<file path="config.mk">
export PLATFORM = sky130hd
export DESIGN_NAME = inner_function_arbiter
export DESIGN_NICKNAME = d
export VERILOG_FILES = /design/src/rtl/inner_function_pkg.sv /design/src/rtl/result_fifo.sv /design/src/rtl/result_fifo_chk.sv /design/src/rtl/inner_function_arbiter.sv
export SDC_FILE = /design/constraint.sdc
export NUM_CORES = 1
export LEC_CHECK = 0
export BUFFER_PORTS_ARGS = -buffer_cell sky130_fd_sc_hd__buf_4
export CAP_MARGIN = 30
export CORE_UTILIZATION = 35
export CTS_CLUSTER_SIZE = 12
export DETAILED_ROUTE_END_ITERATION = 8
export PLACE_DENSITY = 0.6
export SLEW_MARGIN = 0
export SYNTH_ARGS = -nofsm -noshare
export SYNTH_HDL_FRONTEND = slang
export SYNTH_SLANG_ARGS = --single-unit
</file>
<file path="constraint.sdc">
create_clock -name clock -period 2.65 [get_ports clock]
set_input_delay 0.53 -clock clock [delete_from_list [all_inputs] [get_ports clock]]
set_output_delay 0.53 -clock clock [all_outputs]
set_load 0.01 [all_outputs]
</file>
<file path="src/rtl/inner_function_pkg.sv">
// Shared constants and the issue tag carried alongside each operand in flight.
package inner_function_pkg;

  localparam int INNER_FUNCTION_LATENCY = 33;
  localparam int REQ_ID_W               = 1;

  typedef struct packed {
    logic                valid;
    logic [REQ_ID_W-1:0] id;
  } tag_t;

endpackage

</file>
<file path="src/rtl/result_fifo.sv">
// Synchronous first-word-fallthrough FIFO; head reads as zero while empty.
module result_fifo #(
  parameter int DEPTH = 4,
  parameter int WIDTH = 32
) (
  input  logic                         clock,
  input  logic                         reset,
  input  logic                         push,
  input  logic [WIDTH-1:0]             din,
  input  logic                         pop,
  output logic [WIDTH-1:0]             dout,
  output logic                         full,
  output logic                         empty,
  output logic [$clog2(DEPTH+1)-1:0]   count
);

  localparam int PTR_W = (DEPTH > 1) ? $clog2(DEPTH) : 1;
  localparam int CNT_W = $clog2(DEPTH + 1);
  localparam logic [PTR_W-1:0] LAST_PTR = PTR_W'(DEPTH - 1);
  localparam logic [CNT_W-1:0] FULL_CNT = CNT_W'(DEPTH);

  logic [WIDTH-1:0] mem_r [DEPTH];
  logic [PTR_W-1:0] wr_ptr_r, rd_ptr_r;
  logic [CNT_W-1:0] count_r;
  logic             do_push_s, do_pop_s;

  function automatic logic [PTR_W-1:0] ptr_next(input logic [PTR_W-1:0] p);
    return (p == LAST_PTR) ? {PTR_W{1'b0}} : p + PTR_W'(1);
  endfunction

  assign full  = (count_r == FULL_CNT);
  assign empty = (count_r == {CNT_W{1'b0}});
  assign count = count_r;
  assign dout  = empty ? {WIDTH{1'b0}} : mem_r[rd_ptr_r];

  // A pop frees the head slot, so a push into a full FIFO is fine alongside it
  always_comb begin
    do_pop_s  = pop && !empty;
    do_push_s = push && (!full || do_pop_s);
  end

  // Storage array; contents are masked by empty, so no reset is needed
  always_ff @(posedge clock) begin
    if (do_push_s) begin
      mem_r[wr_ptr_r] <= din;
    end
  end

  // Pointers and occupancy
  always_ff @(posedge clock) begin
    if (reset) begin
      wr_ptr_r <= {PTR_W{1'b0}};
      rd_ptr_r <= {PTR_W{1'b0}};
      count_r  <= {CNT_W{1'b0}};
    end else begin
      if (do_push_s) wr_ptr_r <= ptr_next(wr_ptr_r);
      if (do_pop_s)  rd_ptr_r <= ptr_next(rd_ptr_r);
      case ({do_push_s, do_pop_s})
        2'b10:   count_r <= count_r + CNT_W'(1);
        2'b01:   count_r <= count_r - CNT_W'(1);
        default: count_r <= count_r;
      endcase
    end
  end

endmodule

</file>
<file path="src/rtl/result_fifo_chk.sv">
// Checker for one response FIFO: a result must always find a free slot.
module result_fifo_chk #(
  parameter int DEPTH = 4,
  parameter int CNT_W = 3
) (
  input logic             clock,
  input logic             reset,
  input logic             push,
  input logic             pop,
  input logic             full,
  input logic [CNT_W-1:0] count
);

  // Overflow would mean the credit accounting let too many operands in
  always_ff @(posedge clock) begin
    if (!reset) begin
      assert (!(push && full && !pop)) else $error("result_fifo overflow");
      assert (count <= CNT_W'(DEPTH)) else $error("result_fifo count out of range");
    end
  end

endmodule

</file>
<file path="src/rtl/inner_function_arbiter.sv">
// Shares one fixed-latency pipelined inner_function unit between two requesters,
// returning each result through a credit-protected per-requester FIFO.
module inner_function_arbiter
  import inner_function_pkg::*;
#(
  parameter int LATENCY    = INNER_FUNCTION_LATENCY,
  parameter int FIFO_DEPTH = 4
) (
  input  logic        clock,
  input  logic        reset,
  input  logic        req0_valid,
  output logic        req0_ready,
  input  logic [31:0] req0_data,
  input  logic        req1_valid,
  output logic        req1_ready,
  input  logic [31:0] req1_data,
  output logic        rsp0_valid,
  input  logic        rsp0_ready,
  output logic [31:0] rsp0_data,
  output logic        rsp1_valid,
  input  logic        rsp1_ready,
  output logic [31:0] rsp1_data,
  output logic        fu_aclr,
  output logic        fu_clk_en,
  output logic        fu_start,
  output logic [31:0] fu_dataa,
  input  logic [31:0] fu_result
);

  localparam int CRED_W = $clog2(FIFO_DEPTH + 1);
  localparam logic [CRED_W-1:0]   CRED_MAX  = CRED_W'(FIFO_DEPTH);
  localparam logic [CRED_W-1:0]   CRED_ZERO = {CRED_W{1'b0}};
  localparam logic [CRED_W-1:0]   CRED_ONE  = CRED_W'(1);
  localparam logic [REQ_ID_W-1:0] ID0       = REQ_ID_W'(0);
  localparam logic [REQ_ID_W-1:0] ID1       = REQ_ID_W'(1);

  logic [1:0]          valid_s, elig_s, grant_s, hs_s, pop_s, push_s, full_s, empty_s;
  logic [CRED_W-1:0]   credit_r [2];
  logic [CRED_W-1:0]   count0_s, count1_s;
  logic                last_grant_r;
  logic                fu_start_r;
  logic [31:0]         fu_dataa_r;
  logic [REQ_ID_W-1:0] issue_id_r;
  tag_t                tag_r [LATENCY];
  tag_t                tag_out_s;

  assign fu_aclr    = reset;
  assign fu_clk_en  = 1'b1;
  assign fu_start   = fu_start_r;
  assign fu_dataa   = fu_dataa_r;
  assign req0_ready = hs_s[0];
  assign req1_ready = hs_s[1];
  assign rsp0_valid = !empty_s[0];
  assign rsp1_valid = !empty_s[1];
  assign pop_s      = {rsp1_valid && rsp1_ready, rsp0_valid && rsp0_ready};
  assign tag_out_s  = tag_r[LATENCY-1];
  assign push_s     = {tag_out_s.valid && (tag_out_s.id == ID1),
                       tag_out_s.valid && (tag_out_s.id == ID0)};

  // Round-robin grant among requesters that hold a credit
  always_comb begin
    valid_s   = {req1_valid, req0_valid};
    elig_s[0] = valid_s[0] && (credit_r[0] != CRED_ZERO);
    elig_s[1] = valid_s[1] && (credit_r[1] != CRED_ZERO);
    grant_s   = 2'b00;
    if (elig_s == 2'b11) begin
      grant_s = last_grant_r ? 2'b01 : 2'b10;
    end else begin
      grant_s = elig_s;
    end
    hs_s = elig_s & grant_s;
  end

  // Credits: one per free response slot not already claimed by an issue
  always_ff @(posedge clock) begin
    if (reset) begin
      for (int i = 0; i < 2; i++) credit_r[i] <= CRED_MAX;
    end else begin
      for (int i = 0; i < 2; i++) begin
        case ({hs_s[i], pop_s[i]})
          2'b10:   credit_r[i] <= credit_r[i] - CRED_ONE;
          2'b01:   credit_r[i] <= credit_r[i] + CRED_ONE;
          default: credit_r[i] <= credit_r[i];
        endcase
      end
    end
  end

  // Issue register and round-robin history; operand holds when idle
  always_ff @(posedge clock) begin
    if (reset) begin
      last_grant_r <= 1'b1;
      fu_start_r   <= 1'b0;
      fu_dataa_r   <= 32'h0000_0000;
      issue_id_r   <= ID0;
    end else begin
      fu_start_r <= |hs_s;
      if (hs_s[0]) begin
        last_grant_r <= 1'b0;
        fu_dataa_r   <= req0_data;
        issue_id_r   <= ID0;
      end else if (hs_s[1]) begin
        last_grant_r <= 1'b1;
        fu_dataa_r   <= req1_data;
        issue_id_r   <= ID1;
      end
    end
  end

  // Tag travels beside the unit so it leaves exactly when fu_result is valid
  always_ff @(posedge clock) begin
    if (reset) begin
      for (int i = 0; i < LATENCY; i++) tag_r[i] <= '{valid: 1'b0, id: ID0};
    end else begin
      tag_r[0] <= '{valid: fu_start_r, id: issue_id_r};
      for (int i = 1; i < LATENCY; i++) tag_r[i] <= tag_r[i-1];
    end
  end

  result_fifo #(.DEPTH(FIFO_DEPTH), .WIDTH(32)) u_fifo0 (
    .clock(clock), .reset(reset), .push(push_s[0]), .din(fu_result), .pop(pop_s[0]),
    .dout(rsp0_data), .full(full_s[0]), .empty(empty_s[0]), .count(count0_s)
  );

  result_fifo #(.DEPTH(FIFO_DEPTH), .WIDTH(32)) u_fifo1 (
    .clock(clock), .reset(reset), .push(push_s[1]), .din(fu_result), .pop(pop_s[1]),
    .dout(rsp1_data), .full(full_s[1]), .empty(empty_s[1]), .count(count1_s)
  );

  result_fifo_chk #(.DEPTH(FIFO_DEPTH), .CNT_W(CRED_W)) u_chk0 (
    .clock(clock), .reset(reset), .push(push_s[0]), .pop(pop_s[0]),
    .full(full_s[0]), .count(count0_s)
  );

  result_fifo_chk #(.DEPTH(FIFO_DEPTH), .CNT_W(CRED_W)) u_chk1 (
    .clock(clock), .reset(reset), .push(push_s[1]), .pop(pop_s[1]),
    .full(full_s[1]), .count(count1_s)
  );

endmodule

</file>
==> run metrics <==
Synth Area in Compound Gates=7.76%; grt total ovfl=0; Hold Path Origin=fu_result[24]; Core Region=between 40000 and 50000 um^2; Mapped Area=~15000 um^2; Top FF cell, synth=edfxtp_1; routed vias/inst=approximately 4.8; syn avg cell area=16.7 um^2; Row Count=75; largest net degree at the start of global routing=67; syn nets=1030; asr flop ratio synth=0%; number of clock sinks=~380; Slew @ Worst Pin=around 0.76 ns; final setup fails=0; I/O pin cnt=between 200 and 250; Synth Area in Adders=1.97%; Final Util=about 45%; r2r setup slk=~0.26 ns; # Max-Cap Violations=0; gpl congestion=about 0.73; Yosys reg bits=roughly 380; Synth Area in Simple Gates=~8.3%; final wirelength=around 33000 um; Arr. time, crit path=between 2 and 2.5 ns; IR Drop Worst-Case VDD=about 0.34 mV; Die H=~210 um; critical setup path kind=reg -> out; Critical Path Fanout Max=7; r2r startpoint=credit_r[1][0]; Worst slew margin=49.2%; EDFF count, synth=262; global-route wire length before repair=about 51000 um; largest family of logic cells by synthesized area=multiplexers; DRT antenna net count=0; hold crit path type=in -> reg; Port Buffer Count=roughly 200; CTS tree=yes; crit start category=flop; status=finished, final reports clean; share of layout cells above drive strength 1=between 30% and 40%; pre-CTS setup slack=between 0.04 and 0.05 ns; DP Wirelength=between 15000 and 20000 um; vias=~8.4k; Area Growth Syn to Fin=24.7%; GRT Util Overall=15.2%; Worst Hold Depth=1; Max Clk Rate=~0.39 GHz; Reg2Reg Depth=10; reg2reg end=credit_r[0][2]; Skew-Pair Late Insertion Delay=between 0.5 and 0.6 ns; Max Root-Sink Buffers=3; Starting Density=35.8%; total leakage power=about 6.7 nW; mux cell area share after synthesis=9.82%; crit share post-route=a little over nine tenths; worst clock skew=roughly 0.016 ns; initial antenna violation count=1; root buffer cell=clkbuf_16; post-synthesis sequential area ratio=between 60% and 70%; Critical Path RT=between 2 and 2.5 ns; Mapped Cells=~910; Tmin final=2.59 ns; CTS clk-pin slew, worst paths=approximately 0.060 ns; DR DRC count=0; n_diodes=0; max-slew violations=0; most frequent cells in the layout=262 x edfxtp_1, 220 x buf_4, 117 x dfxtp_1; final worst setup slack=between 0.05 and 0.06 ns; RSZ-0062 raised after global routing=yes; commonest non-fill, non-tap cell in the layout=edfxtp_1; initial DRC count=~480; Die W=between 200 and 250 um; H-Tree Depth=2; Hold Violations, Final=0; TritonRoute pass-1 iters=4; Crit. End Element=output pin; Num CTS Buffers=a little over 40; worst hold endpoint=u_fifo1.mem_r[1][24]; # nets final=1252; Total Power=12.5 mW; vias in the first global route=around 8.6k; WL/cell=around 19 um; XOR/XNOR share of the synthesized area=less than 1%; Distinct cells, synth=54; Power Density=around 660 nW/um^2; die area=44100 um^2; Synthesis Warnings=0
## synth_stat cells (3+ instances only)
master	number	area (um^2)
edfxtp_1	262	7870
dfxtp_1	119	2380
nor2b_1	114	713
mux4_2	60	1350
inv_1	53	199
o2111ai_1	31	272
o211ai_1	31	233
buf_2	26	130
o221ai_2	20	300
clkbuf_1	19	71.3
ha_1	19	238
nor2_1	16	60.1
nor2b_4	16	220
a21oi_1	12	60.1
o221ai_1	12	105
and2_1	9	56.3
o21ai_0	9	45.0
buf_12	6	120
nand2_1	6	22.5
buf_4	5	37.5
mux4_1	4	105
nand2b_1	4	25.0
or3_1	4	25.0
xor2_1	4	35.0
buf_6	3	33.8
fa_1	3	60.1
mux2i_1	3	30.0
nor4_1	3	18.8
## metal layers
metal	GRT usage, %	part of all wire [%]
met1	19.9	44
met2	25.1	49
met3	3.34	5.2
met4	4.73	1.7
met5	0	0.051
## report_power, final
group	switching (mW)	internal, mW
registers	0.0549	6.43
logic	0.378	0.311
clock network	2.21	3.16
## sequential cells by signal (all words and copies together) (netlist names), named ones only
| register | count |
|---|---|
| u_fifo0.wr_ptr_r | 2 |
| credit_r | 6 |
| fu_start | 1 |
| u_fifo1.count | 3 |
| u_fifo0.rd_ptr_r | 2 |
| u_fifo1.rd_ptr_r | 2 |
| u_fifo0.count | 3 |
| tag_r | 66 |
| issue_id_r | 1 |
| u_fifo1.mem_r | 128 |
| fu_dataa | 32 |
| u_fifo0.mem_r | 128 |
| last_grant_r | 1 |
| u_fifo1.wr_ptr_r | 2 |
## cell type report
type	instances	area, um^2
inverter	54	203
fill	3746	23500
timing repair buffer	242	2120
sequential	381	10300
multi-input combinational	408	4320
clock buffer	57	1130
clock inverter	15	121
tap	577	722
## per-stage QoR
stage / std cells / setup TNS [ns] / hold slack (ns) / area [um^2]
after floorplan: 906 / 0 / 0.414 / 15100
after global placement: 1649 / 0 / 0.418 / 17300
after detailed placement: 1653 / 0 / 0.422 / 17400
after CTS: 1727 / -0.579 / 0.177 / 18700
after global routing: 1734 / -0.170 / 0.198 / 18900
final: 1734 / 0 / 0.207 / 18900
## critical path, cell delays in order, from the launching register on
cell and delay [ns]:
dfxtp_2 0.41, buf_12 0.16, buf_12 0.14, mux4_2 0.49
nor2b_1 0.15, buf_4 0.15
## timing repair
item	in CTS	in global routing
buffers inserted	0	6
gates resized for setup	1	6
gates cloned	2	1
setup endpoints to repair	5	36
hold buffers	0	0
pin swaps	0	1
## worst max path at each step
stage,depth (start not counted),slack [ns],endpoint
6_report,5,0.06,rsp0_data[26]
5_1_grt,5,-0.03,rsp0_data[6]
4_1_cts,4,-0.05,rsp0_data[27]
3_5_place_dp,9,0.04,credit_r[1][2]
3_3_place_gp,10,0.11,credit_r[0][2]
2_1_floorplan,11,0.04,credit_r[0][2]
## cells by family (layout without fill, tap and decap cells)
group | after synthesis | after routing
other | 1 | 1
and+or+nand+nor | 184 | 184
DFF | 381 | 381
buffers and inverters | 117 | 368
AOI/OAI and AO/OA | 129 | 129
xor gates and xnor gates | 5 | 5
adders and majority gates | 22 | 22
muxes | 67 | 67
Note: power is estimated with default switching activity, not from simulation.
